<file path="config.mk">
export PLATFORM = sky130hd
export DESIGN_NAME = regfile_dump_reader
export DESIGN_NICKNAME = d
export VERILOG_FILES = /design/src/rtl/mips_pkg.sv /design/src/rtl/regfile_dump_reader.sv
export SDC_FILE = /design/constraint.sdc
export NUM_CORES = 1
export LEC_CHECK = 0
export ABC_CLOCK_PERIOD_IN_PS = 3300
export CAP_MARGIN = 30
export CORE_MARGIN = 2
export CORE_UTILIZATION = 50
export DETAILED_ROUTE_END_ITERATION = 12
export PLACE_DENSITY = 0.85
export REMOVE_ABC_BUFFERS = 1
export SYNTH_ARGS = -nofsm -noshare
export SYNTH_HDL_FRONTEND = slang
export SYNTH_SLANG_ARGS = --single-unit
</file>
<file path="constraint.sdc">
create_clock -name clk -period 3.3 [get_ports clk]
set_clock_uncertainty 0.05 [all_clocks]
set_input_delay 0.66 -clock clk [delete_from_list [all_inputs] [get_ports clk]]
set_output_delay 0.66 -clock clk [all_outputs]
set_load 0.03 [all_outputs]
</file>
<file path="src/rtl/mips_pkg.sv">
// mips_pkg: shared register-file widths and dump reader state encoding
package mips_pkg;
  localparam int REG_ADDR_W = 5;
  localparam int DATA_W = 32;
  localparam int NUM_REGS = 32;
  typedef enum logic [1:0] {
    IDLE    = 2'd0,
    READ    = 2'd1,
    PRESENT = 2'd2,
    DONE    = 2'd3
  } dump_state_t;
endpackage

</file>
<file path="src/rtl/regfile_dump_reader.sv">
// regfile_dump_reader: walks a register index range, streams each captured value and reports its additive checksum
module regfile_dump_reader
  import mips_pkg::*;
#(
  parameter int FIRST_REG = 0,
  parameter int LAST_REG = 31
) (
  input  logic                  clk,
  input  logic                  reset,
  input  logic                  start,
  input  logic                  abort,
  output logic [REG_ADDR_W-1:0] read_register,
  input  logic [DATA_W-1:0]     read_data,
  output logic                  out_valid,
  input  logic                  out_ready,
  output logic [REG_ADDR_W-1:0] out_index,
  output logic [DATA_W-1:0]     out_data,
  output logic                  busy,
  output logic                  done,
  output logic [DATA_W-1:0]     checksum
);
  if (FIRST_REG < 0 || LAST_REG < FIRST_REG || LAST_REG > NUM_REGS - 1) begin : g_bad_range
    $error("regfile_dump_reader: register range %0d..%0d is invalid", FIRST_REG, LAST_REG);
  end
  localparam logic [REG_ADDR_W-1:0] FIRST_IDX = REG_ADDR_W'(FIRST_REG);
  localparam logic [REG_ADDR_W-1:0] LAST_IDX = REG_ADDR_W'(LAST_REG);
  dump_state_t state;
  logic [REG_ADDR_W-1:0] index;
  assign read_register = index;
  always_ff @(posedge clk) begin
    if (reset) begin
      state <= IDLE;
      index <= '0;
      out_valid <= 1'b0;
      out_index <= '0;
      out_data <= '0;
      busy <= 1'b0;
      done <= 1'b0;
      checksum <= '0;
    end else begin
      done <= 1'b0;
      case (state)
        IDLE: if (start) begin
          index <= FIRST_IDX;
          checksum <= '0;
          busy <= 1'b1;
          state <= READ;
        end
        READ: if (abort) begin
          busy <= 1'b0;
          state <= IDLE;
        end else begin
          out_data <= read_data;
          out_index <= index;
          out_valid <= 1'b1;
          state <= PRESENT;
        end
        PRESENT: if (abort) begin
          out_valid <= 1'b0;
          busy <= 1'b0;
          state <= IDLE;
        end else if (out_ready) begin
          checksum <= checksum + out_data;
          out_valid <= 1'b0;
          // index stops at LAST_IDX, so a dump ending at 31 never wraps
          if (index == LAST_IDX) begin
            done <= 1'b1;
            state <= DONE;
          end else begin
            index <= index + 1'b1;
            state <= READ;
          end
        end
        DONE: begin
          busy <= 1'b0;
          state <= IDLE;
        end
        default: state <= IDLE;
      endcase
    end
  end
endmodule

</file>
==> results.json, run 1 <==
{
  "first_global_vias": 4356,
  "root_buffer": "clkbuf_8",
  "avgViaCountPerCell": 5.67,
  "numCtsBuffers": 9,
  "clockBufferDepth": 2,
  "cts_resized": 0,
  "grt_usage_pct": 24.5,
  "drv_cap": 0,
  "power.internal_mw": 1.55,
  "p_leak_nw": 2.33,
  "cts_max_level": 3,
  "die_w_um": 99.9,
  "cts_setup_buffers": 0,
  "critPathKind": "reg -> reg",
  "p_per_area_mw_per_mm2": 360,
  "rsz0062_at_grt": "false",
  "clk_pin_slew_ps": 90,
  "layout.nets": 755,
  "p_sw_share_pct": 28.0,
  "drive_gt1_share_pct": 5.39,
  "syn2layout_area_growth_pct": 29.5,
  "dr.pass1.iters": 5,
  "setup-tns-final_ps": 0,
  "clkLatencyLatePin_ps": 360,
  "syn_area_mm2": 0.00460,
  "coreArea_mm2": 0.00906,
  "whs_ps": 409,
  "start_kind": "flop",
  "cp-end-kind": "flop",
  "drt_wl_total_mm": 12.1,
  "dieArea_mm2": 0.00999,
  "synth_edf_count": 0,
  "slowest_delay_ps": 400,
  "fmax_ghz": 0.363,
  "ctsHoldBuffers": 0,
  "combPwrFrac_pct": 15.5,
  "final_cells": 797,
  "dp.cells": 781,
  "critPathArrivalTime_ps": 2950,
  "cts_sinks": 79,
  "ir_drop_v": 0.000253,
  "worstPathMaxFanout": 3,
  "io_pins": 114,
  "p_total_mw": 2.15,
  "yosysUniqueCellTypes": 57,
  "dp_hpwl_mm": 9.07,
  "numPortBuffers": 113,
  "async_flop_share_pct": 0,
  "drv_slew": 0,
  "n_antenna_cell": 0,
  "grt_max_degree": 42,
  "hold_viol": 0,
  "syn_area_per_cell_um2": 7.91,
  "gp_congestion": 0.906,
  "antenna_found_initial": 0,
  "hold_path_class": "reg -> reg",
  "drtIter0Drc": 253,
  "start_util_pct": 50.8,
  "fin_crit_sh_pct": 83.4,
  "wl_per_cell_um": 15.2,
  "synth_seq_cells": 79,
  "outcome": "completed",
  "pwr-share-clk_pct": 38.0,
  "synth_warnings": 0,
  "worst_pin_slew_ps": 488,
  "maxSlewHeadroom_pct": 67.5,
  "finalCriticalPeriod_ps": 2750,
  "utilization_pct": 65.8,
  "setup_viol": 0,
  "postSynthCellCount": 582,
  "cts_tree": "done",
  "drc_errors": 0,
  "crit_required_ps": 3500,
  "die_h_um": 99.9,
  "num_rows": 35,
  "overflow": 0,
  "seqPwrFrac_pct": 46.6,
  "vias": 4520,
  "p_switching_mw": 0.601,
  "synth_seq_area_share_pct": 34.4,
  "drtAntennaViolNets": 0,
  "slowest_stage": "a221o_1",
  "synthFlopType": "dfxtp_1",
  "crit_chain": "ha_1 -> inv_1 -> fa_1 -> nor2b_1 -> o2111ai_1 -> a21oi_1 -> a221o_1 -> a211o_1 -> a211oi_1 -> mux2i_1 -> nand3_1",
  "grt_pass1_wl_mm": 20.2
}
==> cells in the mapped netlist (4+ instances only) <==
master | number | area (um2)
a22oi_1 | 15 | 113
ha_1 | 36 | 450
a21o_2 | 4 | 35.0
clkbuf_1 | 17 | 63.8
inv_1 | 13 | 48.8
a31oi_1 | 4 | 25.0
nor2_1 | 45 | 169
nand2b_1 | 4 | 25.0
dfxtp_1 | 79 | 1580
nand4_1 | 8 | 50.1
nand2_1 | 112 | 420
clkbuf_8 | 4 | 55.1
xnor2_1 | 19 | 166
nor3_1 | 8 | 40.0
nor3b_1 | 4 | 30.0
a211oi_1 | 7 | 52.6
a21o_1 | 12 | 90.1
nor2b_1 | 8 | 50.1
nand3_1 | 7 | 35.0
or3_1 | 4 | 25.0
xor2_1 | 10 | 87.6
a21oi_1 | 72 | 360
o21ai_0 | 35 | 175
==> layout by cell type, fill, tap and decap left out, types with 7 or more instances in the layout <==
cell type	n
nand2_1	112
nor2b_1	8
ha_1	36
o21ai_0	35
xor2_1	10
nor3_1	8
clkdlybuf4s50_1	112
a22oi_1	15
nand4_1	8
xnor2_1	19
nor2_1	44
a21o_1	12
clkbuf_8	9
buf_4	8
inv_1	13
dfxtp_1	79
nand3_1	7
a211oi_1	7
a21oi_1	72
==> per-stage QoR <==
| stage | setup slack, ps | instance area [um2] |
|---|---|---|
| after CTS | 571 | 5960 |
| final | 548 | 5960 |
| after detailed placement | 590 | 5740 |
| after global placement | 668 | 5740 |
| after global routing | 370 | 5960 |
| after floorplan | 647 | 4410 |
==> registers in the layout (all words and copies together), names as in the netlist <==
signal / flops
read_register: 5
busy: 1
done: 1
out_data: 32
out_index: 5
checksum: 32
state: 2
out_valid: 1
==> critical path, delay by kind of cell (launching register included) <==
family                   cells  cell delay, ps
AO/OA/AOI/OAI                5            1410
adder cells (fa/ha/maj)      2             420
flip-flops                   1             340
multiplexers                 1             220
AND/OR/NAND/NOR              2             150
buffers and inverters        1              70
==> power by group through the flow <==
stage / sequential, mW / combinational (mW) / clock, mW
2_1_floorplan: 1.06 / 0.131 / 0
3_3_place_gp: 1.02 / 0.322 / 0
3_5_place_dp: 1.02 / 0.330 / 0
4_1_cts: 0.999 / 0.332 / 0.828
5_1_grt: 1.00 / 0.363 / 0.868
6_report: 0.999 / 0.332 / 0.815
==> final timing paths <==
check	from	endpoint	slack [ps]	cells after the start
hold reg to reg	out_index[2]	out_index[2]	410	2
setup reg to reg	out_data[0]	checksum[28]	550	11
hold / removal	out_index[2]	out_index[2]	410	2
setup / recovery	out_data[0]	checksum[28]	550	11
==> layer usage <==
metal,wire length [um],vias to the layer above,track usage [%],part of all wire [%]
met5,0,-,0,0
met4,160,0,6.22,1.3
met3,653,16,4.74,5.4
met2,5850,126,42.2,48
met1,5420,2123,31.7,45
li1,-,2255,-,-
==> cell type report <==
cell class / count / area [um2]
clock buffer: 10 / 128
clock inverter: 6 / 93.8
fill: 776 / 3100
inverter: 13 / 48.8
multi-input combinational: 457 / 2780
sequential: 79 / 1580
tap: 111 / 139
timing repair buffer: 121 / 1190
==> cells by family (layout without fill, tap and decap cells) <==
family          count (synthesis)  after routing  share of synthesized area [%]
buf+inv                        46            150                           5.30
flops                          79             79                           34.4
compound gates                179            179                           24.2
fa+ha+maj                      37             37                           10.2
mux                             2              2                          0.435
xor+xnor                       29             29                           5.52
simple gates                  210            210                           20.0
(Power assumes the default switching activity.)
==> run 2: changes to the inputs <==
--- a/config.mk
+++ b/config.mk
@@ -5,12 +5,12 @@
 export SDC_FILE = /design/constraint.sdc
 export NUM_CORES = 1
 export LEC_CHECK = 0
-export ABC_CLOCK_PERIOD_IN_PS = 3300
+export ABC_CLOCK_PERIOD_IN_PS = 2400
 export CAP_MARGIN = 30
 export CORE_MARGIN = 2
-export CORE_UTILIZATION = 50
+export CORE_UTILIZATION = 45
 export DETAILED_ROUTE_END_ITERATION = 12
-export PLACE_DENSITY = 0.85
+export PLACE_DENSITY = 0.81
 export REMOVE_ABC_BUFFERS = 1
 export SYNTH_ARGS = -nofsm -noshare
 export SYNTH_HDL_FRONTEND = slang
==> constraint.sdc (replaced) <==
create_clock -name clk -period 2.4 [get_ports clk]
set_clock_uncertainty 0.05 [all_clocks]
set_input_delay 0.48 -clock clk [delete_from_list [all_inputs] [get_ports clk]]
set_output_delay 0.48 -clock clk [all_outputs]
set_load 0.03 [all_outputs]
==> results.json, run 2 (synthesized netlist as in run 1, its figures left out) <==
{
  "start_util_pct": 46.7,
  "utilization_pct": 72.3,
  "hold_viol": 0,
  "p_total_mw": 3.00,
  "crit_required_ps": 2600,
  "cts_sinks": 79,
  "first_global_vias": 5046,
  "layout.nets": 869,
  "ir_drop_v": 0.000304,
  "setup_viol": 12,
  "coreArea_mm2": 0.00986,
  "layout_commonest_cell": "buf_4",
  "wl_per_cell_um": 15.8,
  "largestRegisters": "checksum x32, out_data x32",
  "drt_wl_total_mm": 14.7,
  "numPortBuffers": 113,
  "clk_pin_slew_ps": 90,
  "cts_tree": "done",
  "io_pins": 114,
  "slowest_stage": "dfxtp_2",
  "p_leak_nw": 2.95,
  "hold_path_class": "reg -> reg",
  "worstPathMaxFanout": 3,
  "num_rows": 36,
  "drv_slew": 0,
  "violations": "negative setup slack",
  "drc_errors": 0,
  "critPathArrivalTime_ps": 2700,
  "slowest_delay_ps": 360,
  "drv_cap": 0,
  "numCtsBuffers": 9,
  "drive_gt1_share_pct": 23.8,
  "fin_ws_ps": -98.5,
  "maxSlewHeadroom_pct": 72.3,
  "path_delay_family": "compound AO/OA/AOI/OAI gates",
  "dr.pass1.iters": 4,
  "critPathKind": "reg -> reg",
  "clkLatencyLatePin_ps": 370,
  "dp_hpwl_mm": 10.6,
  "outcome": "finished with violations",
  "finalCriticalPeriod_ps": 2500,
  "vias": 5077,
  "grt_usage_pct": 26.3,
  "gp_congestion": 0.880,
  "root_buffer": "clkbuf_8",
  "avgViaCountPerCell": 5.44,
  "die_h_um": 105,
  "worst_pin_slew_ps": 410,
  "dieArea_mm2": 0.0111,
  "cts_max_level": 3,
  "drtAntennaViolNets": 0,
  "antenna_found_initial": 0,
  "crit_buf_inv": 2,
  "grt_pass1_wl_mm": 23.7,
  "p_per_area_mw_per_mm2": 421,
  "fmax_ghz": 0.400,
  "fin_crit_sh_pct": 104,
  "grt_max_degree": 36,
  "most-common-layout-cells": "117 x buf_4, 112 x nand2_1, 112 x clkdlybuf4s50_1",
  "overflow": 0,
  "syn2layout_area_growth_pct": 55.1,
  "crit_chain": "ha_4 -> buf_4 -> buf_4 -> a21o_1 -> and4_4 -> o2111ai_4 -> a21o_1 -> o31a_1 -> o311ai_2 -> xnor2_1 -> o21ai_1",
  "fill_cells": 756,
  "die_w_um": 105,
  "drtIter0Drc": 227,
  "n_antenna_cell": 0,
  "cp-end-kind": "flop",
  "clockBufferDepth": 2,
  "start_kind": "flop",
  "rsz0062_at_grt": "true"
}
run 2: cell count changes in the layout (fill, tap and decap cells not counted), moves of 4 or more:
| cell | before | now |
|---|---|---|
| dfxtp_1 | 79 | 73 |
| o21ai_1 | 3 | 15 |
| ha_4 | 0 | 5 |
| buf_4 | 8 | 117 |
| o21ai_0 | 35 | 17 |
| dfxtp_2 | 0 | 6 |
| o21ai_2 | 0 | 4 |
| buf_6 | 0 | 4 |
| ha_1 | 36 | 31 |
| a211oi_1 | 7 | 3 |
run 2: worst min-delay path: stages, from the launching register on:
cell and delay [ps]:
dfxtp_1 320, nand2_1 50, a21oi_1 50
run 2: what timing repair did:
item | 4_1_cts | 5_1_grt
resized for setup | 49 | 23
pin swaps | 30 | 25
hold buffers | 0 | 0
endpoints found under the setup margin | 20 | 21
setup buffers | 7 | 6
hold endpoints to repair | 0 | 0
run 2: power breakdown:
part           switching, mW  total [mW]  internal [mW]
clock                  0.541        1.09          0.545
sequential            0.0281        1.37           1.34
combinational          0.299       0.544          0.245
total                  0.868        3.00           2.13
run 2: stage by stage:
stage / cells / hold WS [ps] / worst slack [ps] / TNS (ps) / cell area [um2]
finish: 933 / 411 / -98.5 / -608 / 7140
global route: 933 / 436 / -208 / -2180 / 7140
CTS: 927 / 413 / -128 / -562 / 6980
detailed placement: 904 / 401 / -278 / -2260 / 6540
global placement: 904 / 394 / -232 / -984 / 6540
floorplan: 549 / 414 / -253 / -3260 / 4410
run 2: final cells by class:
class	count	area [um2]	area share, %
timing repair buffer	235	2070	29.0
clock inverter	5	62.6	0.877
sequential	79	1590	22.3
clock buffer	11	151	2.12
inverter	13	48.8	0.684
multi-input combinational	457	3050	42.7
tap	133	166	2.33
run 2: final timing paths:
kind / startpoint / to / slack [ps] / depth (start not counted)
min: out_index[3] / out_index[3] / 410 / 2
max reg2reg: checksum[0] / checksum[27] / -100 / 11
min reg2reg: out_index[3] / out_index[3] / 410 / 2
max: checksum[0] / checksum[27] / -100 / 11
run 2: metal layers:
| layer | track usage [%] | wire (um) | vias up |
|---|---|---|---|
| li1 | - | - | 2470 |
| met1 | 31.4 | 6360 | 2418 |
| met2 | 47.0 | 7350 | 155 |
| met3 | 3.68 | 651 | 34 |
| met4 | 10.9 | 352 | 0 |
| met5 | 0 | 0 | - |
==> patch (settings of run 2) <==
Set the package constant `DATA_W` to 16 (it was 32).
--- a/src/rtl/mips_pkg.sv
+++ b/src/rtl/mips_pkg.sv
@@ -3,3 +3,3 @@
   localparam int REG_ADDR_W = 5;
-  localparam int DATA_W = 32;
+  localparam int DATA_W = 16;
   localparam int NUM_REGS = 32;
Interface: changed (resized checksum, out_data and read_data); port bits go from 114 to 66. No check against the original RTL was run, so the function may have changed too.
==> patch against run 2 <==
  * First-iteration DRC count down 66%
  * Global-route usage down 5.9 points
  * Core utilization down 6.5 points
  * Worst setup slack better by 0.12 ns
  * Cell area down 52%
  * Sequential cell count down 32
  * Clock power down 46%
  * Highest routed layer unchanged
  * Area after synthesis down 47%
  * Power down 44%
  * Wire length down 60%
  * Synthesized cell count down 50%
  * Die area down 45%
==> patch: results <==
[sta]
hold_ws_ns = 0.409
slew-limit-headroom_pct = 73.9
tns_ns = 0

[min_path]
hp-start = out_index[2]
whs_endpoint = out_index[2]

[detailed_routing]
viasPerCell = 5.33
first_pass_iters = 4
wl_met2_um = 2940
wl_met1_um = 2620
drtIter0Drc = 77
dr_wl_met3_um = 279
routed_wirelength_um = 5920

[synth]
ys_seq_area_share_pct = 38.3
synth.top_cells.by_count = nand2_1 (53), dfxtp_1 (47), a21oi_1 (38)
synth_cells = 290
synth.top_cells.by_area = dfxtp_1 (38%), ha_1 (10%), nand2_1 (8.1%), a21oi_1 (7.8%), nor2_1 (3.5%)
synth_cell_types = 50

[setup_path]
reg2regPathDepth = 10
crit_slowest_cell = a221o_2
timing.rr.end = checksum[14]
slowest_delay_ns = 0.38
ff2ff_setup_slack_ns = 0.03
cp_data_arrival_time_ns = 2.52
r2r_start = out_data[0]

[power_and_ir_drop]
peakVddDrop_mv = 0.368
p_leak_nw = 1.36

[placed_design]
port_buffers = 65
hpwl_um = 4440
dpl.cell_count = 427
place.gp.congestion = 0.874

[finish]
instances_no_fill = 438
largestRegisters = checksum x16, out_data x16
drive_gt1_share_pct = 10.3
fin_nets = 409

[clock_network]
clock_latency_ns = 0.31
numCtsBuffers = 5
htree_levels = 2

[global_route]
grt_use_total_pct = 20.4
grt_max_degree = 24
grt_pass1_wl_um = 10100
grt_pass1_vias = 2258

[outcome]
status = finished clean
## patch: cell types whose count changed after synthesis, sizes merged, moves of 9 or more
cell / run 2 / this run
clkbuf: 22 / 8
dfxtp: 79 / 47
nand2: 112 / 53
ha: 36 / 20
a21o: 16 / 6
a21oi: 73 / 39
a22oi: 15 / 6
o21ai: 38 / 7
nor2: 45 / 24
xnor2: 19 / 5
## patch: tightest hold or removal path: stages (launching register included)
cell     delay [ns]
dfxtp_1        0.32
nand2_1        0.05
a21oi_1        0.05
## patch: timing repair
item,4_1_cts,5_1_grt
endpoints found under the setup margin,1,3
setup buffers,0,3
gates resized for setup,2,8
cloned,0,0
pin swaps,2,7
hold buffers,0,0
## patch: report_power, final
group,switching [mW],internal [mW]
Sequential,0.0172,0.800
Combinational,0.152,0.121
Clock,0.277,0.310
Total,0.446,1.23
## patch: kinds of logic (layout without fill, tap and decap cells)
family / after synthesis / count (layout) / synth area share [%]
simple gates: 101 / 101 / 18.4
compound gates: 87 / 87 / 23.6
fa+ha+maj: 21 / 21 / 11.0
xor+xnor: 13 / 13 / 4.64
flops: 47 / 47 / 38.3
mux: 1 / 1 / 0.408
buf+inv: 20 / 98 / 3.67
## patch: cell type report
cell class,instances,area (µm²)
well taps,70,87.6
clock buffers,5,68.8
clock inverters,3,43.8
multi-input cells,223,1460
fillers,417,1770
repair buffers,81,771
flip-flops and latches,47,946
inverters,9,33.8
## patch: worst max path at each step
| stage | depth (start not counted) | startpoint | endpoint | slack, ns |
|---|---|---|---|---|
| CTS | 10 | out_data[0] | checksum[14] | 0.005 |
| global placement | 10 | out_data[0] | checksum[14] | 0.08 |
| finish | 10 | out_data[0] | checksum[14] | 0.03 |
| floorplan | 8 | checksum[4] | checksum[14] | -0.05 |
| global route | 10 | out_data[0] | checksum[14] | -0.07 |
| detailed placement | 10 | out_data[0] | checksum[14] | -0.0008 |
## patch: layer usage
layer	vias up	GRT usage (%)
li1	1172	-
met4	0	6.43
met5	-	0
met1	1099	24.6
met2	53	35.3
met3	10	5.12
## patch: metrics by stage
stage	worst slack, ns	instance area (µm²)
finish	0.0260	3410
global route	-0.0722	3410
CTS	0.00519	3350
detailed placement	-0.000828	3230
global placement	0.0795	3230
floorplan	-0.0531	2400
